File: config.mk
export PLATFORM = sky130hd
export DESIGN_NAME = array_loader
export DESIGN_NICKNAME = d
export VERILOG_FILES = /design/src/rtl/array_pkg.sv /design/src/rtl/array_loader_counter.sv /design/src/rtl/array_loader.sv
export SDC_FILE = /design/constraint.sdc
export NUM_CORES = 1
export LEC_CHECK = 0
export BUFFER_PORTS_ARGS = -buffer_cell sky130_fd_sc_hd__clkbuf_2
export CAP_MARGIN = 5
export CORE_MARGIN = 1.5
export CORE_UTILIZATION = 43
export DETAILED_ROUTE_END_ITERATION = 7
export PLACE_DENSITY = 0.81
export SLEW_MARGIN = 5
export SYNTH_ARGS = -nofsm -noshare
export SYNTH_HDL_FRONTEND = slang
export SYNTH_SLANG_ARGS = --single-unit
File: constraint.sdc
create_clock -name clock -period 2.8 [get_ports clock]
set_clock_uncertainty 0.1 [all_clocks]
set_input_delay 0.14 -clock clock [delete_from_list [all_inputs] [get_ports clock]]
set_output_delay 0.14 -clock clock [all_outputs]
set_load 0.02 [all_outputs]
File: src/rtl/array_pkg.sv
// Shared definitions for the array loader: default widths, state encoding
// and width typedefs used by the loader top and its counter.
package array_pkg;

  localparam int DATA_W  = 32;
  localparam int ADDR_W  = 5;
  localparam int MAX_LEN = 31;

  typedef logic [ADDR_W-1:0] addr_t;
  typedef logic [DATA_W-1:0] data_t;
  typedef logic [2:0]        state_t;

  // state   | meaning
  // IDLE    | waiting for start, result_sorted held
  // LOAD    | accepting stream words into the register file
  // GO      | single-cycle go pulse to the sort checker
  // WAIT    | waiting for the checker's done
  // ERR     | overflow seen, error held until the next start
  localparam state_t ST_IDLE = 3'd0;
  localparam state_t ST_LOAD = 3'd1;
  localparam state_t ST_GO   = 3'd2;
  localparam state_t ST_WAIT = 3'd3;
  localparam state_t ST_ERR  = 3'd4;

endpackage

File: src/rtl/array_loader_counter.sv
// Write-index bookkeeping for the loader: holds the captured base and the
// element count, and derives write address, length and the overflow compare.
module array_loader_counter #(
  parameter int ADDR_W  = 5,
  parameter int MAX_LEN = 31
) (
  input  logic              clock,
  input  logic              reset,
  input  logic              clear,
  input  logic              incr,
  input  logic [ADDR_W-1:0] base_i,
  output logic [ADDR_W-1:0] base_o,
  output logic [ADDR_W-1:0] wr_addr_o,
  output logic [ADDR_W-1:0] len_o,
  output logic              ovf_o
);

  localparam logic [ADDR_W-1:0] LAST_CNT = ADDR_W'(MAX_LEN - 1);

  logic [ADDR_W-1:0] count_q;
  logic [ADDR_W-1:0] base_q;

  // Capture base and zero the count on start; step once per accepted beat.
  always_ff @(posedge clock) begin
    if (!reset) begin
      count_q <= '0;
      base_q  <= '0;
    end else if (clear) begin
      count_q <= '0;
      base_q  <= base_i;
    end else if (incr) begin
      count_q <= count_q + 1'b1;
    end
  end

  // Overflow means the current beat is the last one that may be stored,
  // either because the top index is reached or the array is full.
  always_comb begin
    wr_addr_o = base_q + count_q;
    len_o     = count_q + 1'b1;
    ovf_o     = (wr_addr_o == '1) || (count_q == LAST_CNT);
    base_o    = base_q;
  end

endmodule

File: src/rtl/array_loader.sv
// Array loader: writes a valid/ready word stream into consecutive register
// file entries, then launches the sort checker and captures its result.
// Optional macro ARRAY_LOADER_INVERSION_HINT_EN adds early_inversion, a
// sticky flag raised when a word is signed-less-than its predecessor.
module array_loader
  import array_pkg::*;
#(
  parameter int DATA_W  = array_pkg::DATA_W,
  parameter int ADDR_W  = array_pkg::ADDR_W,
  parameter int MAX_LEN = array_pkg::MAX_LEN
) (
  input  logic              clock,
  input  logic              reset,
  input  logic              start,
  input  logic [ADDR_W-1:0] base,
  input  logic              in_valid,
  input  logic [DATA_W-1:0] in_data,
  input  logic              in_last,
  output logic              in_ready,
  output logic              rf_wr_en,
  output logic [ADDR_W-1:0] rf_wr_addr,
  output logic [DATA_W-1:0] rf_wr_data,
  output logic              go,
  output logic [ADDR_W-1:0] array,
  output logic [ADDR_W-1:0] length,
  input  logic              check_done,
  input  logic              check_sorted,
  output logic              busy,
  output logic              result_valid,
  output logic              result_sorted,
`ifdef ARRAY_LOADER_INVERSION_HINT_EN
  output logic              early_inversion,
`endif
  output logic              error
);

  state_t            state_q, state_d;
  logic              start_ok, accept;
  logic [ADDR_W-1:0] base_q, wr_addr, len;
  logic              ovf;
  logic [ADDR_W-1:0] array_q, len_q;
  logic              result_valid_q, result_sorted_q, error_q;

  array_loader_counter #(
    .ADDR_W  (ADDR_W),
    .MAX_LEN (MAX_LEN)
  ) u_counter (
    .clock     (clock),
    .reset     (reset),
    .clear     (start_ok),
    .incr      (accept),
    .base_i    (base),
    .base_o    (base_q),
    .wr_addr_o (wr_addr),
    .len_o     (len),
    .ovf_o     (ovf)
  );

  // Handshake and write port; reset low blocks a write in the aborting cycle.
  always_comb begin
    start_ok   = start && (state_q == ST_IDLE || state_q == ST_ERR);
    in_ready   = (state_q == ST_LOAD) && reset;
    accept     = in_valid && in_ready;
    rf_wr_en   = accept;
    rf_wr_addr = wr_addr;
    rf_wr_data = in_data;
  end

  // Next-state selection.
  always_comb begin
    state_d = state_q;
    case (state_q)
      ST_IDLE, ST_ERR: if (start_ok) state_d = ST_LOAD;
      ST_LOAD: begin
        if (accept) begin
          if (in_last)  state_d = ST_GO;
          else if (ovf) state_d = ST_ERR;
        end
      end
      ST_GO:   state_d = ST_WAIT;
      ST_WAIT: if (check_done) state_d = ST_IDLE;
      default: state_d = ST_IDLE;
    endcase
  end

  // State, checker hand-off registers, result capture and error flag.
  always_ff @(posedge clock) begin
    if (!reset) begin
      state_q         <= ST_IDLE;
      array_q         <= '0;
      len_q           <= '0;
      result_valid_q  <= 1'b0;
      result_sorted_q <= 1'b0;
      error_q         <= 1'b0;
    end else begin
      state_q        <= state_d;
      result_valid_q <= (state_q == ST_WAIT) && check_done;
      if (start_ok) begin
        result_sorted_q <= 1'b0;
        error_q         <= 1'b0;
      end
      if (accept && in_last) begin
        array_q <= base_q;
        len_q   <= len;
      end
      if (accept && !in_last && ovf) error_q <= 1'b1;
      if (state_q == ST_WAIT && check_done) result_sorted_q <= check_sorted;
    end
  end

  always_comb begin
    go            = (state_q == ST_GO);
    busy          = (state_q == ST_LOAD) || (state_q == ST_GO) || (state_q == ST_WAIT);
    array         = array_q;
    length        = len_q;
    result_valid  = result_valid_q;
    result_sorted = result_sorted_q;
    error         = error_q;
  end

`ifdef ARRAY_LOADER_INVERSION_HINT_EN
  logic [DATA_W-1:0] prev_q;
  logic              have_prev_q, inv_q;

  // Track the previous accepted word; the first word of an array has no
  // predecessor, so it can never flag an inversion.
  always_ff @(posedge clock) begin
    if (!reset) begin
      prev_q      <= '0;
      have_prev_q <= 1'b0;
      inv_q       <= 1'b0;
    end else if (start_ok) begin
      have_prev_q <= 1'b0;
      inv_q       <= 1'b0;
    end else if (accept) begin
      prev_q      <= in_data;
      have_prev_q <= 1'b1;
      if (have_prev_q && ($signed(in_data) < $signed(prev_q))) inv_q <= 1'b1;
    end
  end

  assign early_inversion = inv_q;
`endif

endmodule

==> flow_summary.toml <==
[synth]
synth.largest_area_cell = "dfxtp_1"
synth_common_cells = "33 x buf_4, 27 x nand2_1, 26 x dfxtp_1"
most_instantiated_flip_flop_cell_in_the_synthesis_netlist = "dfxtp_1"
synthMostInstantiatedCell = "buf_4"
synth-async-reset-ratio_pct = 0
synth.area.top_cells = "dfxtp_1 33%, buf_4 16%, nand2_1 6.5%"
postSynthCellCount = 193
syn_avg_cell_area_sq_um = 8.12
yosys_warns = 0
yosys_register_bits = 26
synth_area_sq_mm = 0.00157
synth.net_count = 244
number_of_enable_type_register_cells_in_the_synthesized_netlist = 0
netlist.area_leader.share_pct = 33.2
synth.distinct_cells = 36
synth_seq_area_share_pct = 33.2

[drt]
detail_route.wirelength_um = 3030
dr.pass1.iters = 4
routed_wire_length_per_instance_um = 12.4
post_drt_via_cell_ratio = 5.05
post-route-drc-count = 0
drt_first_iter_violations = 36
drt.antenna.violating_nets = 0
detailroute.via_count = 1232

[layout]
final_layout_size_suffix_gt1_share_pct = 20.7
fin_nets = 250
n_antenna_cell = 0
finalInstanceArea_sq_mm = 0.00163
syn2layout_area_growth_pct = 4.23
stdcell_count = 244
final.fill_count = 332

[floorplanning]
die_area_sq_mm = 0.00402
die_h_um = 63.4
initial_core_util_pct = 45.9
coreArea_sq_mm = 0.00342
fp-row-count = 21
die_w_um = 63.4
io-pin-count = 98

[power_and_ir_drop]
switching_portion_of_total_power_pct = 29.1
power_density_mw_per_mm2 = 525
power_switching_w = 0.000250
power.static_leakage_nw = 0.694
clkPwrFrac_pct = 29.7
power_w = 0.000857
power_report.internal_total_w = 0.000608
ir_drop_v = 0.000377
power.share.combinational_pct = 22.2
power.sequential.fraction_pct = 48.0

[cts]
cts.sinks = 26
cts_made_buffers = 3
cts.path.max_buffers = 2
cts_resized = 0
htree_levels = 1
tritoncts = "yes"
worstSkewPairLatency_ps = 320
clock_tree.root_cell = "clkbuf_4"
cts.clk_slew.worst_paths_ps = 140

[timing]
slew-limit-headroom_pct = 53.7
setup_tns_final_ps = 0
worst_slack_ps = 374
final_max_slew_viol_count = 0
unrepaired_setup_endpoints_after_global_routing = "no"
worst_pin_slew_ps = 694
setup_viol_count_final = 0
maxClockFrequency_mhz = 412
final.period_utilization_pct = 86.6
timing.final.hold_violations = 0
period_minus_slack_ps = 2430

[critical_path]
timing.critical_path.to_type = "output pin"
worstSetupPathType = "reg2out"
reg_to_reg_setup_timing_slack_ps = 620
cp.arrival_ps = 2190
setup.worst_path.start_class = "flip-flop"
timing.rr.end = "state_q[0]"
worst_ep_required_time_ps = 2560
r2r.worst_path.cells = 8
timing.critical_path.fanout_max = 6
worstReg2RegStart = "u_counter.count_q[0]"

[worst_hold_path]
holdCritStartpoint = "in_valid"
whs_endpoint = "state_q[0]"
hp_class = "in2reg"
timing.hold.worst_path_depth = 3

[placed_design]
placed_cells = 232
dp_hpwl_um = 2240
postPlaceCellArea_sq_mm = 0.00150
pre_cts_ws_ps = 633
place_congestion = 0.901
port-buffer-count = 33

[outcome]
status = "finished clean"

[grt]
grt_antenna_before_repair = 0
gr-usage-all-layers_pct = 15.4
grt_remaining_overflow = 0
grt_max_degree = 22
wire_length_of_the_first_global_routing_pass_um = 4960
vias_in_the_first_global_route = 1071

[flow_run]
maxCapViolCount = 0
[critical path: stages (launching register included)]
cell and delay [ps]:
dfxtp_1 460, ha_1 200, inv_1 50, fa_1 390, nand2b_1 160, a21oi_1 160, xnor2_1 200, clkbuf_2 240
[worst max path at each step]
stage                          from             to  slack [ps]  cells past startpoint
2_1_floorplan  u_counter.count_q[0]     state_q[0]         590                      8
3_3_place_gp   u_counter.count_q[0]     state_q[0]         720                      8
3_5_place_dp   u_counter.count_q[0]     state_q[0]         630                      8
4_1_cts        u_counter.count_q[0]  rf_wr_addr[4]         360                      7
5_1_grt        u_counter.count_q[0]  rf_wr_addr[4]         240                      7
6_report       u_counter.count_q[0]  rf_wr_addr[4]         370                      7
[cells in the final DEF, fill, tap and decap left out, types with 2 or more instances in the layout]
cell type and n:
nand2b_1 5, dfxtp_1 26, nand2_1 27, nand4_1 4, xor2_1 5, a211oi_1 4, ha_1 6, dlygate4sd3_1 8
clkbuf_4 3, a31oi_1 2, clkbuf_2 33, xnor2_1 6, inv_1 7, a21oi_1 14, nand3_1 3, and3_1 2
a21o_1 2, o21ai_0 3, nor2_1 21
[registers in the layout, indices dropped and copies added, names as in the netlist]
signal and flops:
u_counter.base_o 5, state_q 3, error 1, length 5
result_valid 1, result_sorted 1, array 5, u_counter.count_q 5
[final cells by class]
class / instances / area, sq um / share of cell area [%]
multi-input cells: 120 / 732 / 44.8
flip-flops and latches: 26 / 520 / 31.9
repair buffers: 41 / 245 / 15.0
well taps: 46 / 57.6 / 3.52
clock inverters: 1 / 30.0 / 1.84
inverters: 7 / 26.3 / 1.61
clock buffers: 3 / 22.5 / 1.38
[power by group through the flow]
stage	combinational, W	clock (W)	sequential (W)
after floorplan	0.000199	0	0.000417
after global placement	0.000180	0	0.000418
after detailed placement	0.000182	0	0.000420
after CTS	0.000190	0.000260	0.000411
after global routing	0.000213	0.000282	0.000415
final	0.000191	0.000255	0.000412
[repair_timing]
| item | in CTS | in global routing |
|---|---|---|
| endpoints found under the hold margin | 7 | 1 |
| setup buffers | 0 | 0 |
| hold buffers | 7 | 1 |
[cell families (layout without fill, tap and decap cells)]
group                    after synthesis  in the layout  share of synthesized area, %
AO/OA/AOI/OAI                         30             30                          12.3
XOR/XNOR                              11             11                          6.15
adder cells (fa/ha/maj)                7              7                          6.07
buffers and inverters                 47             52                          20.1
flip-flops                            26             26                          33.2
multiplexers                           1              1                         0.638
AND/OR/NAND/NOR                       71             71                          21.5
[stage by stage]
stage / hold WS, ps / utilization (%)
after floorplan: 176 / -
after global placement: 180 / 44.0
after detailed placement: 180 / 44.0
after CTS: 12.8 / 47.5
after global routing: 66.5 / 47.8
final: 87.0 / 47.8
[routing by layer]
metal | share of wire [%] | GRT usage, %
met1 | 47 | 18.5
met2 | 46 | 26.3
met3 | 6.0 | 4.82
met4 | 0.69 | 4.08
met5 | 0 | 0
(Power assumes the default switching activity.)
